### config.mk
export PLATFORM = sky130hd
export DESIGN_NAME = muldiv_div_ctrl
export DESIGN_NICKNAME = d
export VERILOG_FILES = /design/src/rtl/muldiv_div_ctrl.sv
export SDC_FILE = /design/constraint.sdc
export NUM_CORES = 1
export LEC_CHECK = 0
export CORE_ASPECT_RATIO = 1.5
export CORE_UTILIZATION = 42
export DETAILED_ROUTE_END_ITERATION = 6
export PLACE_DENSITY = 0.87
export SLEW_MARGIN = 20
export SYNTH_ARGS = -nofsm -noshare
export SYNTH_HDL_FRONTEND = slang
export SYNTH_SLANG_ARGS = --single-unit
### constraint.sdc
create_clock -name clk -period 3.5 [get_ports clk]
set_clock_uncertainty 0.1 [all_clocks]
set_input_delay 0.7 -clock clk [delete_from_list [all_inputs] [get_ports clk]]
set_output_delay 0.7 -clock clk [all_outputs]
set_load 0.03 [all_outputs]
### src/rtl/muldiv_div_ctrl.sv
// RV32M divide sequencer: handles divide-by-zero and signed overflow directly, feeds operand
// magnitudes to the restoring unsigned divider core, and sign-corrects the quotient or remainder.
module muldiv_div_ctrl (
    input  logic        clk,
    input  logic        rst,
    input  logic        req_valid,
    output logic        req_ready,
    input  logic [1:0]  req_op,
    input  logic [31:0] rs1,
    input  logic [31:0] rs2,
    output logic        resp_valid,
    output logic [31:0] resp_data,
    output logic [31:0] core_a,
    output logic [31:0] core_b,
    output logic        core_start,
    input  logic [31:0] core_q,
    input  logic [31:0] core_r,
    input  logic        core_busy
);

    typedef enum logic [2:0] {
        S_IDLE  = 3'd0,
        S_LOAD  = 3'd1,
        S_CHECK = 3'd2,
        S_RUN   = 3'd3,
        S_DONE  = 3'd4
    } state_t;

    state_t      r_state;
    state_t      w_state_nxt;

    logic        r_rem;
    logic        r_neg_q;
    logic        r_neg_r;
    logic [31:0] r_core_a;
    logic [31:0] r_core_b;
    logic [31:0] r_resp_data;

    logic        w_signed;
    logic        w_rem;
    logic        w_div0;
    logic        w_ovf;
    logic        w_special;
    logic [31:0] w_special_val;
    logic        w_accept;
    logic        w_core_done;
    logic [31:0] w_capture_val;

    // Two's complement negation when neg is set; 0x80000000 maps onto itself.
    function automatic logic [31:0] f_cond_neg(input logic [31:0] v, input logic neg);
        logic signed [31:0] s;
        s = signed'(v);
        return neg ? unsigned'(-s) : v;
    endfunction

    function automatic logic [31:0] f_mag(input logic signed [31:0] v, input logic is_signed);
        return (is_signed && v[31]) ? unsigned'(-v) : unsigned'(v);
    endfunction

    always_comb begin
        w_signed  = ~req_op[0];
        w_rem     = req_op[1];
        w_div0    = (rs2 == 32'd0);
        w_ovf     = w_signed && (rs1 == 32'h8000_0000) && (rs2 == 32'hFFFF_FFFF);
        w_special = w_div0 | w_ovf;
        // Divide-by-zero wins over overflow.
        if (w_div0) begin
            w_special_val = w_rem ? rs1 : 32'hFFFF_FFFF;
        end else begin
            w_special_val = w_rem ? 32'd0 : 32'h8000_0000;
        end
    end

    always_comb begin
        req_ready     = (r_state == S_IDLE) && !core_busy && !rst;
        w_accept      = req_valid && req_ready;
        w_core_done   = ((r_state == S_CHECK) || (r_state == S_RUN)) && !core_busy;
        w_capture_val = f_cond_neg(r_rem ? core_r : core_q, r_rem ? r_neg_r : r_neg_q);
    end

    always_comb begin
        w_state_nxt = r_state;
        case (r_state)
            S_IDLE: begin
                if (w_accept) begin
                    w_state_nxt = w_special ? S_DONE : S_LOAD;
                end
            end
            S_LOAD:  w_state_nxt = S_CHECK;
            // A core that stays idle after start saw a<b and already shows q=0, r=a.
            S_CHECK: w_state_nxt = core_busy ? S_RUN : S_DONE;
            S_RUN:   w_state_nxt = core_busy ? S_RUN : S_DONE;
            S_DONE:  w_state_nxt = S_IDLE;
            default: w_state_nxt = S_IDLE;
        endcase
    end

    always_ff @(posedge clk) begin
        if (rst) begin
            r_state     <= S_IDLE;
            r_rem       <= 1'b0;
            r_neg_q     <= 1'b0;
            r_neg_r     <= 1'b0;
            r_core_a    <= 32'd0;
            r_core_b    <= 32'd0;
            r_resp_data <= 32'd0;
        end else begin
            r_state <= w_state_nxt;
            if (w_accept) begin
                r_rem   <= w_rem;
                r_neg_q <= w_signed && (rs1[31] ^ rs2[31]);
                r_neg_r <= w_signed && rs1[31];
                if (w_special) begin
                    r_resp_data <= w_special_val;
                end else begin
                    // Operands stay frozen until the next accept; the core rereads them every cycle.
                    r_core_a <= f_mag(signed'(rs1), w_signed);
                    r_core_b <= f_mag(signed'(rs2), w_signed);
                end
            end
            if (w_core_done) begin
                r_resp_data <= w_capture_val;
            end
        end
    end

    always_comb begin
        resp_valid = (r_state == S_DONE);
        core_start = (r_state == S_LOAD);
        resp_data  = r_resp_data;
        core_a     = r_core_a;
        core_b     = r_core_b;
    end

endmodule
==> results of run 1 <==
==> placed cells by master (no fill, tap or decap), types with 5 or more instances in the layout <==
cell                              instances
sky130_fd_sc_hd__a31oi_1                 19
sky130_fd_sc_hd__nor4b_1                  7
sky130_fd_sc_hd__o211ai_1                 8
sky130_fd_sc_hd__a311oi_1                15
sky130_fd_sc_hd__nand3_1                 26
sky130_fd_sc_hd__or3_1                    9
sky130_fd_sc_hd__o31ai_1                 13
sky130_fd_sc_hd__clkbuf_16                9
sky130_fd_sc_hd__or4_1                    9
sky130_fd_sc_hd__xnor2_1                 50
sky130_fd_sc_hd__clkdlybuf4s50_1        230
sky130_fd_sc_hd__nand2_1                 47
sky130_fd_sc_hd__xor2_1                  29
sky130_fd_sc_hd__inv_1                   23
sky130_fd_sc_hd__mux2i_1                 33
sky130_fd_sc_hd__buf_4                   75
sky130_fd_sc_hd__o41ai_1                  7
sky130_fd_sc_hd__a21oi_1                 61
sky130_fd_sc_hd__nor4_1                  11
sky130_fd_sc_hd__nor3_1                  37
sky130_fd_sc_hd__a211oi_1                48
sky130_fd_sc_hd__nor2_1                  98
sky130_fd_sc_hd__o21ai_0                 52
sky130_fd_sc_hd__and2_1                   5
sky130_fd_sc_hd__and3_1                   8
sky130_fd_sc_hd__a41oi_1                  5
sky130_fd_sc_hd__nand4_1                 13
sky130_fd_sc_hd__buf_12                   8
sky130_fd_sc_hd__dfxtp_1                101
sky130_fd_sc_hd__nand2b_1                 8
==> final cells by class <==
| type | instances | area (sq um) | share of cell area |
|---|---|---|---|
| antenna | 1 | 2.50 | 0.000241 |
| sequential | 102 | 2040 | 0.197 |
| inverter | 23 | 86.3 | 0.00832 |
| timing repair buffer | 314 | 3030 | 0.292 |
| clock inverter | 4 | 120 | 0.0116 |
| tap | 206 | 258 | 0.0248 |
| clock buffer | 10 | 239 | 0.0230 |
| multi-input combinational | 696 | 4600 | 0.443 |
==> cell usage after synthesis, types with 4 or more instances <==
| cell | instances |
|---|---|
| sky130_fd_sc_hd__a211oi_1 | 48 |
| sky130_fd_sc_hd__a21oi_1 | 61 |
| sky130_fd_sc_hd__a311oi_1 | 15 |
| sky130_fd_sc_hd__a31oi_1 | 19 |
| sky130_fd_sc_hd__a41oi_1 | 5 |
| sky130_fd_sc_hd__and2_1 | 5 |
| sky130_fd_sc_hd__and3_1 | 8 |
| sky130_fd_sc_hd__buf_2 | 19 |
| sky130_fd_sc_hd__clkbuf_1 | 37 |
| sky130_fd_sc_hd__dfxtp_1 | 102 |
| sky130_fd_sc_hd__ha_1 | 4 |
| sky130_fd_sc_hd__inv_1 | 23 |
| sky130_fd_sc_hd__mux2_2 | 4 |
| sky130_fd_sc_hd__mux2i_1 | 33 |
| sky130_fd_sc_hd__nand2_1 | 47 |
| sky130_fd_sc_hd__nand2b_1 | 8 |
| sky130_fd_sc_hd__nand3_1 | 26 |
| sky130_fd_sc_hd__nand4_1 | 13 |
| sky130_fd_sc_hd__nor2_1 | 98 |
| sky130_fd_sc_hd__nor3_1 | 37 |
| sky130_fd_sc_hd__nor3b_1 | 5 |
| sky130_fd_sc_hd__nor4_1 | 12 |
| sky130_fd_sc_hd__nor4b_1 | 7 |
| sky130_fd_sc_hd__o211ai_1 | 8 |
| sky130_fd_sc_hd__o21a_1 | 4 |
| sky130_fd_sc_hd__o21ai_0 | 52 |
| sky130_fd_sc_hd__o221ai_1 | 4 |
| sky130_fd_sc_hd__o31ai_1 | 13 |
| sky130_fd_sc_hd__o41ai_1 | 7 |
| sky130_fd_sc_hd__or3_1 | 9 |
| sky130_fd_sc_hd__or4_1 | 9 |
| sky130_fd_sc_hd__xnor2_1 | 50 |
| sky130_fd_sc_hd__xor2_1 | 29 |
==> cells by family after synthesis <==
kind of cell	after synthesis
flip-flops	102
adder cells (fa/ha/maj)	4
buffers and inverters	81
AND/OR/NAND/NOR	312
multiplexers	37
AO/OA/AOI/OAI	264
XOR/XNOR	79
==> worst max-delay path, stage by stage <==
cell	delay [ps]
sky130_fd_sc_hd__clkdlybuf4s50_1	500
sky130_fd_sc_hd__ha_1	150
sky130_fd_sc_hd__nand4_1	120
sky130_fd_sc_hd__nor4_2	480
sky130_fd_sc_hd__buf_4	200
sky130_fd_sc_hd__nand4_1	200
sky130_fd_sc_hd__or3_1	600
sky130_fd_sc_hd__buf_4	240
sky130_fd_sc_hd__a41oi_1	210
sky130_fd_sc_hd__nand2_1	70
==> path summary, 6_finish.rpt <==
path | to | start | cells past startpoint | slack, ps
setup / recovery | resp_data[28]$_SDFFE_PP0P_ | rs2[1] | 10 | 160
hold / removal | core_b[5]$_SDFFE_PP0P_ | core_b[5]$_SDFFE_PP0P_ | 2 | 360
setup reg to reg | resp_data[14]$_SDFFE_PP0P_ | r_rem$_SDFFE_PP0P_ | 8 | 340
hold reg to reg | core_b[5]$_SDFFE_PP0P_ | core_b[5]$_SDFFE_PP0P_ | 2 | 360
==> report_power, final <==
| part | leakage (nW) | switching, mW | total (mW) | internal, mW |
|---|---|---|---|---|
| Combinational | 2.57 | 0.432 | 0.826 | 0.394 |
| Sequential | 0.830 | 0.0311 | 1.24 | 1.21 |
| Clock | 0.175 | 0.419 | 1.20 | 0.782 |
==> stage by stage <==
step	TNS (ps)	instances	util	area [sq um]	hold WS, ps
6_report	0	1356	0.641	10400	361
5_1_grt	0	1356	0.641	10400	387
4_1_cts	0	1355	0.640	10400	365
3_5_place_dp	-4750	1341	0.618	10000	351
3_3_place_gp	-1990	1341	0.618	10000	343
2_1_floorplan	0	879	-	6960	346
==> routing by layer <==
metal  routed length, um  track usage
met3                1440       0.0364
met1                9240        0.322
met5                   0            0
met2               12600        0.506
met4                1480        0.181
==> flip-flops by register name (all words and copies together) (netlist names) <==
signal	cells
core_a	32
core_b	32
resp_data	32
r_state	3
r_neg_q	1
r_neg_r	1
r_rem	1
==> reports/summary.md, run 1 <==
Buffers placed on the I/O ports in this run total 232. The leakage power of the design came out at 3.57 nW. After the last flow step, the layout net total stands at 1284.

TritonCTS built the clock tree. The number of flops mapped to enable cells by yosys was 0; the total of cells resized after clock tree synthesis was 0. The power density of the placed cells was 315 nW/um^2. The top cell type by total area after synthesis is sky130_fd_sc_hd__dfxtp_1.

Pin placement for this block handled 233 I/O pins. The cell count after synthesis was 879. By area the synthesized netlist is led by sky130_fd_sc_hd__dfxtp_1 29%, sky130_fd_sc_hd__xnor2_1 6.3%, sky130_fd_sc_hd__nor2_1 5.3%, sky130_fd_sc_hd__a211oi_1 5.2%, sky130_fd_sc_hd__mux2i_1 4.8%.

The synthesis-to-finish area growth works out to 49.3%. Setup repair after global routing left no endpoint under its margin. After clock tree synthesis, the clock-pin slew on the worst setup and hold paths is 70 ps. The tools report the starting utilization of the core area as 0.429. For this block, the via count after detailed routing is 8067. Area share of xor/xnor cells in the synthesized design: 0.0996. The congestion estimate from routability-driven global placement came to 0.918. Counting flops and latches in the post-synthesis netlist gives 102. Once routing completed, OpenROAD measured the worst setup slack at 163 ps. The H-tree was split into 3 levels. Number of max-slew violations in the final report: 0.

For this run, the detailed router's first-pass iteration total came to 5. Summed over all nets, the half-perimeter wirelength after detailed placement is 19300 um. The via count of the first global-routing pass is 7670, and the CTS sink count is 102. Measured along the x axis, the die boundary spans 107 um.

The die covers 17100 sq um. The cell area after technology mapping is 6950 sq um. The run finished with clean final reports. At the pin with the least slew margin, the transition time is 905 ps. Clock latency on the worst-skew pair, taken at its later pin, is 350 ps. In this run the worst path has a maximum fanout of 10.

The final layout contains routed wiring with a total length of 24800 um. Among all flip-flop cells after synthesis, the most frequent one is sky130_fd_sc_hd__dfxtp_1. Measured along the y axis, the die boundary spans 160 um. Post-CTS timing repair inserted 0 buffers for setup. The number of setup violations in the final report was 0. The number of distinct library cell variants in the gate-level netlist after synthesis is 78. The simple logic cell fraction of the synthesized area was 0.241. In this run the remaining antenna-violating nets after routing total 0. The compound-gate portion of the synthesized area was 0.256; the total congestion overflow after global routing was 0.

OpenSTA, run right after detailed placement, puts the worst setup slack at -225 ps. The share of the clock period used by the worst path after layout was 0.953. Combinational family with the most area after synthesis: compound AO/OA/AOI/OAI gates. The tools report the clock root buffer as sky130_fd_sc_hd__clkbuf_16.

The share of cell area taken by muxes after synthesis is 0.0540. The fraction of synthesized cell area taken by the top area cell type was 0.294; the share of async-settable or async-resettable flops after synthesis was 0. Counting the buffers created by CTS gives 9. The region available for standard cell placement spans 16200 sq um. The number of endpoints with negative hold slack in the final report is 0.

The count of hold-fix buffers inserted at cts was 0; the number of fill cells was 1307. Yosys printed 0 warnings. Entering global routing, the biggest net connects 83 pins. At the worst endpoint, the required time is 3640 ps. After detailed routing, the number of remaining DRC violations is 0.

The sequential share of the synthesized area is 0.294, and the number of antenna violations at the first check in global routing is 1. Path category of the worst min-delay check: register to register. The tools report the normalized max-slew margin as 0.397. The category of the critical setup timing path was primary input to register. The post-layout minimum cycle time is 3340 ps.

The routed wirelength normalized by instance count was 18.3 um; the number of standard-cell rows in the floorplan was 57. In the routed layout, each cell is associated on average with a via count of 5.95. The worst setup path is captured at a register. The area share of fa/ha/maj cells after synthesis came out at 0.00720.

The data arrival at the endpoint of the critical path is 3480 ps, and the maximum vdd ir drop is 280 uV. Counting along the longest clock path gives a buffer depth of 2. Averaged over all synthesized cells, the footprint is 7.90 sq um.

The ratio of cells with drive above 1 in the final layout works out to 0.114. The run gives 657 as the violation count after the first detailed-routing iteration. STA classifies the critical path startpoint as a primary input. Across the run, the number of max-cap violations was 0.

The overall fraction of global-route tracks in use was 0.287; the net count after synthesis was 1017. Derived from the worst setup path, the maximum achievable clock frequency is 0.300 GHz. Summing internal, switching and leakage power gives 3.27 mW. The first global-routing pass estimated 38800 um of wire.
Power figures use the tool's default switching activity.
==> inputs of run 2 (changes only) <==
--- a/config.mk
+++ b/config.mk
@@ -9,7 +9,6 @@
 export CORE_UTILIZATION = 42
 export DETAILED_ROUTE_END_ITERATION = 6
 export PLACE_DENSITY = 0.87
-export SLEW_MARGIN = 20
 export SYNTH_ARGS = -nofsm -noshare
 export SYNTH_HDL_FRONTEND = slang
 export SYNTH_SLANG_ARGS = --single-unit
==> results of run 2 <==
No change in the layout: final DEF, timing and power equal those of run 1.
==> edit (config.mk and constraints of run 1) <==
Encoding of `state_t`: now Gray code (3 bits for 5 states).
--- a/src/rtl/muldiv_div_ctrl.sv
+++ b/src/rtl/muldiv_div_ctrl.sv
@@ -19,11 +19,11 @@
 );
 
     typedef enum logic [2:0] {
-        S_IDLE  = 3'd0,
-        S_LOAD  = 3'd1,
-        S_CHECK = 3'd2,
-        S_RUN   = 3'd3,
-        S_DONE  = 3'd4
+        S_IDLE  = 3'b000,
+        S_LOAD  = 3'b001,
+        S_CHECK = 3'b011,
+        S_RUN   = 3'b010,
+        S_DONE  = 3'b110
     } state_t;
 
     state_t      r_state;
Behaviour: same outputs for any inputs over 4 cycles, from zero or initial values and one cycle with rst high; so few cycles prove little.
==> edit against run 1 <==
Largest cell class unchanged. Largest power group unchanged. Sequential share of layout area rose by 1.2 points. Final area fell by 5.7%. Synthesized area shrank 3.8%. First-iteration DRC count fell by 40%. Routed wire length is 10% lower. Sequential cell count unchanged. Critical path depth is 6 lower. Core utilization down 1.5 points. Power fell by 6.8%. Worst setup slack lost 37 ps. Count of clock-buffer cells in the layout grew 5.
==> edit: results (changes against run 1) <==
synth cell count leaders: nor2_1 (121), dfxtp_1 (102), nand2_1 (65)
met2 Track Usage GR: 0.497 (-0.00886)
met1 WL: 8.42 mm (-8.8%)
power share of the combinational group: 0.282 (+0.029)
antenna cells: 0 (-1)
post-synthesis net count: 975 (-4.1%)
gr usage total: 0.268 (-0.0192)
grt met3 use: 0.0416 (+0.00522)
routed vias: 7,364 (-8.7%)
sequential cell area share: 0.209 (+0.0119)
met1 GRT Util: 0.290 (-0.0322)
Hold Crit Start: core_a[10]
worst min path class: register to register
#MultiIn Comb: 670 (-3.7%)
sw frac: 0.301 (+0.0313)
largest net degree at the start of global routing: 104 (+25%)
layout cells sized above 1: 0.0958 (-0.0182)
largest cells by area after synthesis: dfxtp_1 (31%), nor2_1 (6.8%), a211oi_1 (6.3%), xnor2_1 (6.2%), xor2_1 (5.0%)
status: completed
cells after synthesis: 837 (-4.8%)
Non-Filler Instances: 1,299 (-4.2%)
global-route wire length before repair: 35.2 mm (-9.4%)
antenna violations before repair: 0 (-1)
ClkCell Share: 0.0269 (-0.00775)
worst hold slack: 353 ps (-7.98 ps)
Nets: 1,229 (-4.3%)
inverter count: 11 (-52%)
vias in the first global route: 7,163 (-6.6%)
Reg power frac: 0.412 (+0.032)
sequential share of the synthesized area: 0.306 (+0.0116)
Worst IR Drop VDD: 0.231 mV (-17%)
postcts setup bufs: 0 (unchanged)
Slew @ Worst Pin: 1090 ps (+184 ps)
worst r2r dst: resp_data[21]
Fillers: 1,378 (+5.4%)
Leak: 3.24 nW (-9.3%)
post-route cell area: 9780 um^2 (-5.7%)
routed length on met3: 1.20 mm (-16%)
fraction of area in multi-input gates: 0.442 (-0.000955)
hold endpoint: core_a[10]
placed cell areas: 9520 um^2 (-4.9%)
Clock buffer cells: 15 (+5)
cts bufs inserted: 9 (unchanged)
met2 routed wirelength: 11.5 mm (-8.6%)
HPWL after DPL: 17.6 mm (-8.6%)
flop-to-flop setup slack: 390 ps (+50 ps)
post-synth cell types: 66 (-15%)
Pins Over Slew Limit: 0 (unchanged)
switching power: 0.917 mW (+4.0%)
Die Area: 16,400 um^2 (-3.7%)
buffering overhead: 0.292 (about the same)
routed len/inst: 17.1 um (-6.5%)
Worst EP arrival: 2570 ps (-910 ps)
Signal buffers: 297 (-5.4%)
RD Place Congestion: 0.996 (+8.4%)
Worst R2R Path Depth: 10 (+2)
Place WS: -42.8 ps (+183 ps)
1st-iter DRT viols: 394 (-40%)
==> edit: worst max-delay path, stage by stage <==
cell             delay [ps]
clkdlybuf4s50_1         490
nor4b_1                 530
buf_4                   190
clkdlybuf4s50_1         660
==> edit: how the worst max path moves through the flow <==
stage / slack (ps) / from / endpoint / cells after the start
2_1_floorplan: 180 / core_busy / core_a[9] / 7
3_3_place_gp: 50 / rs2[4] / resp_data[10] / 9
3_5_place_dp: -40 / rs2[23] / resp_data[10] / 9
4_1_cts: 70 / core_busy / req_ready / 4
5_1_grt: 20 / core_busy / req_ready / 4
6_report: 130 / core_busy / req_ready / 4
==> edit: cell families after synthesis <==
family                   count (synthesis)  share of synthesized area
XOR/XNOR                                85                      0.111
buffers and inverters                   65                     0.0498
flip-flops                             102                      0.306
multiplexers                            32                     0.0481
adder cells (fa/ha/maj)                  4                    0.00749
AND/OR/NAND/NOR                        312                      0.238
AO/OA/AOI/OAI                          237                      0.240
